--- src/rtl/lockout_timer.sv ---
// Escalating lockout countdown: each accepted start runs for min(BASE_SECS << level, MAX_SECS)
// seconds, timed by a prescaler tick, then holds in DONE until the next start.
module lockout_timer #(
    parameter int   TICK_DIV  = 50_000_000,
    parameter int   BASE_SECS = 60,
    parameter int   MAX_SECS  = 240,
    parameter int   LEVELS    = 4,
    localparam int  LVW       = (LEVELS > 1) ? $clog2(LEVELS) : 1
) (
    input  logic           clk,
    input  logic           reset,
    input  logic           start,
    input  logic           clear_level,
    output logic           busy,
    output logic           done,
    output logic [9:0]     remaining,
    output logic [3:0]     bcd_hun,
    output logic [3:0]     bcd_ten,
    output logic [3:0]     bcd_one,
    output logic [LVW-1:0] level,
    output logic [1:0]     state_dbg
);

    localparam int PW = $clog2(TICK_DIV);

    typedef enum logic [1:0] {
        S_IDLE  = 2'd0,
        S_COUNT = 2'd1,
        S_DONE  = 2'd2
    } state_t;

    state_t         state_q, state_d;
    logic [PW-1:0]  presc_q, presc_d;
    logic [9:0]     rem_q, rem_d;
    logic [LVW-1:0] level_q, level_d;
    logic           busy_q, busy_d;
    logic           done_q, done_d;

    logic           tick;
    logic [LVW-1:0] lvl_eff;
    logic [LVW-1:0] lvl_next;
    int             lvl_int;
    int             shifted;
    int             dur_int;

    assign tick = (state_q == S_COUNT) && (presc_q == PW'(TICK_DIV - 1));

    // A clear arriving with a start applies first, so the duration uses level 0.
    always_comb begin
        lvl_eff  = clear_level ? '0 : level_q;
        lvl_next = (lvl_eff == LVW'(LEVELS - 1)) ? lvl_eff : lvl_eff + 1'b1;
        lvl_int  = int'(lvl_eff);
        shifted  = 0;
        dur_int  = MAX_SECS;
        if (lvl_int < 10) begin
            shifted = BASE_SECS << lvl_int;
            dur_int = (shifted > MAX_SECS) ? MAX_SECS : shifted;
        end
    end

    always_comb begin
        state_d = state_q;
        presc_d = presc_q;
        rem_d   = rem_q;
        level_d = level_q;
        busy_d  = busy_q;
        done_d  = done_q;
        case (state_q)
            S_IDLE, S_DONE: begin
                presc_d = '0;
                if (start) begin
                    state_d = S_COUNT;
                    busy_d  = 1'b1;
                    done_d  = 1'b0;
                    rem_d   = 10'(dur_int);
                    level_d = lvl_next;
                end else if (clear_level) begin
                    level_d = '0;
                end
            end
            S_COUNT: begin
                if (clear_level) level_d = '0;
                if (tick) begin
                    presc_d = '0;
                    if (rem_q <= 10'd1) begin
                        rem_d   = '0;
                        state_d = S_DONE;
                        busy_d  = 1'b0;
                        done_d  = 1'b1;
                    end else begin
                        rem_d = rem_q - 10'd1;
                    end
                end else begin
                    presc_d = presc_q + 1'b1;
                end
            end
            default: begin
                state_d = S_IDLE;
                presc_d = '0;
                busy_d  = 1'b0;
                done_d  = 1'b0;
            end
        endcase
    end

    always_ff @(posedge clk or negedge reset) begin
        if (!reset) begin
            state_q <= S_IDLE;
            presc_q <= '0;
            rem_q   <= '0;
            level_q <= '0;
            busy_q  <= 1'b0;
            done_q  <= 1'b0;
        end else begin
            state_q <= state_d;
            presc_q <= presc_d;
            rem_q   <= rem_d;
            level_q <= level_d;
            busy_q  <= busy_d;
            done_q  <= done_d;
        end
    end

    assign busy      = busy_q;
    assign done      = done_q;
    assign remaining = rem_q;
    assign level     = level_q;
    assign state_dbg = state_q;

    assign bcd_hun = 4'(rem_q / 10'd100);
    assign bcd_ten = 4'((rem_q / 10'd10) % 10'd10);
    assign bcd_one = 4'(rem_q % 10'd10);

endmodule

--- config.mk ---
export PLATFORM = sky130hd
export DESIGN_NAME = lockout_timer
export DESIGN_NICKNAME = d
export VERILOG_FILES = /design/src/rtl/lockout_timer.sv
export SDC_FILE = /design/constraint.sdc
export NUM_CORES = 1
export LEC_CHECK = 0
export ABC_AREA = 1
export BUFFER_PORTS_ARGS = -buffer_cell sky130_fd_sc_hd__buf_2
export CAP_MARGIN = 15
export CORE_MARGIN = 2
export CORE_UTILIZATION = 49
export CTS_BUF_LIST = sky130_fd_sc_hd__clkbuf_8
export CTS_CLUSTER_SIZE = 25
export DETAILED_ROUTE_END_ITERATION = 10
export HOLD_SLACK_MARGIN = 0.08
export PLACE_DENSITY = 0.67
export SKIP_CTS_REPAIR_TIMING = 1
export SKIP_LAST_GASP = 1
export SLEW_MARGIN = 5
export SYNTH_ARGS = -nofsm -noshare
export SYNTH_HDL_FRONTEND = slang
export SYNTH_SLANG_ARGS = --single-unit
--- constraint.sdc ---
create_clock -name clk -period 6.46 [get_ports clk]
set_input_delay 0.646 -clock clk [delete_from_list [all_inputs] [get_ports clk]]
set_output_delay 0.646 -clock clk [all_outputs]
set_load 0.01 [all_outputs]
==> metrics.md <==
| Metric | Value |
|---|---|
| Max-Cap Viols | 0 |
| Top cell type's share of synthesized area | 0.269 |
| Routed WL | 9090 um |
| Mapped Cells | 565 |
| Peak fanout along the critical path | 7 |
| TritonRoute pass-1 iters | 5 |
| Endpoints failing hold | 0 |
| Post-synth ARST share | 1.00 |
| Hold Crit Class | flip-flop to flip-flop |
| Wirelength per Cell | 12.7 um |
| Internal power consumption | 0.500 mW |
| Residual DRC count | 0 |
| TritonCTS Buffers | 5 |
| GRT Util Overall | 0.220 |
| Rel. slew slack | 0.382 |
| CP max stage delay | 0.47 ns |
| Crit start category | flip-flop |
| Initial antenna violation count | 0 |
| Syn Area/Cell | 6.75 um^2 |
| Min cycle time layout | 6.00 ns |
| Power Total | 0.885 mW |
| Rows | 32 |
| Fill count | 733 |
| Power per Cell Area | 202 nW/um^2 |
| Tcrit/Tclk final | 0.929 |
| N_diodes | 0 |
| Syn Nets | 581 |
| Initial Utilization | 0.499 |
| Ports | 32 |
| Synth area leaders | dfrtp_1 27%, nand2_1 13%, inv_1 6.6%, nand3_1 5.6%, nor2_1 5.3% |
| Vias in the first global route | 3,694 |
| Layout Nets | 631 |
| Required time worst endpoint | 5.81 ns |
| Worst vdd ir | 0.130 mV |
| Fin util | 0.574 |
| Routability cong. | 0.885 |
| Number of synthesized register bits | 41 |
| CTS clock-pin slew for the worst setup and hold paths | 0.08 ns |
| DP Area | 4070 um^2 |
| Post-Place Cells | 692 |
| Outcome | finished clean |
| Synth-to-layout area growth | 15.1% |
| Most used cell, CP | nand2_1 |
| Die Wd | 92.2 um |
| Layout Cells excl Fill | 718 |
| TritonCTS clock tree | built |
| First-pass GRT wire length | 15,600 um |
| Leakage | 2.25 nW |
| Dpl hpwl | 6940 um |
| Cell with the most instances after synthesis | nand2_1 |
| Die H | 92.2 um |
| Clock Skews | 0.00429 ns |
| Clock Root Buffer | clkbuf_8 |
| Final Max Slew Viols | 0 |
| Core Area | 7650 um^2 |
| Worst Path Arrival | 5.35 ns |
| Post-synth top cells | 131 x nand2_1, 67 x inv_1, 54 x nor2_1 |
| Final setup vio count | 0 |
| Number of flops mapped to enable cells by yosys | 0 |
| DR vias/cell | 5.30 |
| Post-route cell area | 4390 um^2 |
| CTS HTree Levels | 2 |
| Clock Latency Late Sink | 0.29 ns |
| Clock power frac | 0.178 |
| Logic pwr share | 0.521 |
| Final ANT Viol Nets | 0 |
| Yosys warns | 0 |
| Clk sinks | 41 |
| Reg power frac | 0.301 |
| Sequential share of the synthesized area | 0.269 |
| Slowest cell on crit path | dfrtp_2 |
| Psw | 0.385 mW |
| Crit path kind | flip-flop to primary output |
| Die Area | 8500 um^2 |
| Area leader, netlist | dfrtp_1 |
| Crit. End Element | primary output |
| Largest net degree at the start of global routing | 42 |
| Slew @ Worst Pin | 0.923 ns |
| PortBufs | 31 |
| GRT Residual Overflow | 0 |
| Clock buffer depth | 2 |
| Net Sw Frac | 0.435 |
| Primary FF master, synth | dfrtp_1 |
| F_max | 167 MHz |
| Count of cell types in the netlist | 46 |
| Mapped cell area | 3810 um^2 |
| Layout cells sized above 1 | 0.247 |
| Vias | 3,806 |
| Initial DRC count | 151 |
## sequential cells by signal (all words and copies together), names as in the netlist
register	count
remaining	10
level	2
state_dbg	2
presc_q	26
busy	1
## cells by family (layout without fill, tap and decap cells)
family,count (synthesis),in the layout,synth area share
simple gates,318,318,0.429
compound gates,86,86,0.131
xor+xnor,17,17,0.0390
fa+ha+maj,12,12,0.0394
flops,41,41,0.269
buf+inv,91,142,0.0922
## metrics by stage
step	setup WS, ns	TNS [ns]	hold WS (ns)
6_report	0.461	0	0.460
3_3_place_gp	0.815	0	0.455
5_1_grt	-0.0584	-0.0736	0.486
2_1_floorplan	1.25	0	0.350
3_5_place_dp	0.625	0	0.459
4_1_cts	0.283	0	0.470
## layout by cell type, fill, tap and decap left out, drive strengths merged, types with 5 or more instances in the layout
cell type    n
nand2      164
inv         85
nor2        62
nand3       53
buf         51
dfrtp       41
o21ai       36
a21oi       33
nand4       21
xor2        12
ha          12
nor3        11
xnor2        5
o22ai        5
clkbuf       5
## power groups by stage
stage	sequential, mW	combinational (mW)	clock, mW
floorplan	0.269	0.333	0
CTS	0.266	0.427	0.163
finish	0.266	0.461	0.158
global placement	0.271	0.420	0
detailed placement	0.271	0.425	0
global route	0.267	0.522	0.169
## path summary, 6_finish.rpt
kind	from	end	slack, ns	cells after the start
max	remaining[7]	bcd_ten[3]	0.46	42
min	presc_q[0]	presc_q[0]	0.46	1
max reg2reg	presc_q[0]	presc_q[24]	3.38	18
min reg2reg	presc_q[0]	presc_q[0]	0.46	1
max in group asynchronous	reset	remaining[8]	5.35	1
min in group asynchronous	reset	presc_q[18]	0.49	1
## cell type report
cell class                      count  area [um^2]  area share
Clock buffer                        5         68.8      0.0157
Clock inverter                      3         11.3     0.00257
Inverter                           83          313      0.0713
Multi-Input combinational cell    433         2530       0.577
Sequential cell                    41         1030       0.235
Tap cell                          102          128      0.0291
Timing Repair Buffer               51          305      0.0696
## worst max-delay path, delay by kind of cell (launching register included)
| kind | cells | cell delay (ns) |
|---|---|---|
| XOR/XNOR | 1 | 0.12 |
| adder cells (fa/ha/maj) | 2 | 0.28 |
| buffers and inverters | 6 | 0.62 |
| flip-flops | 1 | 0.47 |
| AO/OA/AOI/OAI | 2 | 0.34 |
| AND/OR/NAND/NOR | 31 | 3.22 |
## layer usage
metal  part of all wire  vias to the layer above  global-route usage  routed length [um]
met3              0.033                       12              0.0255                 299
met2               0.52                       76               0.408                4700
li1                   -                     1948                   -                   -
met5                  0                        -                   0                   0
met4              0.014                        0              0.0659                 123
met1               0.44                     1770               0.265                3970
Power figures use the tool's default switching activity.
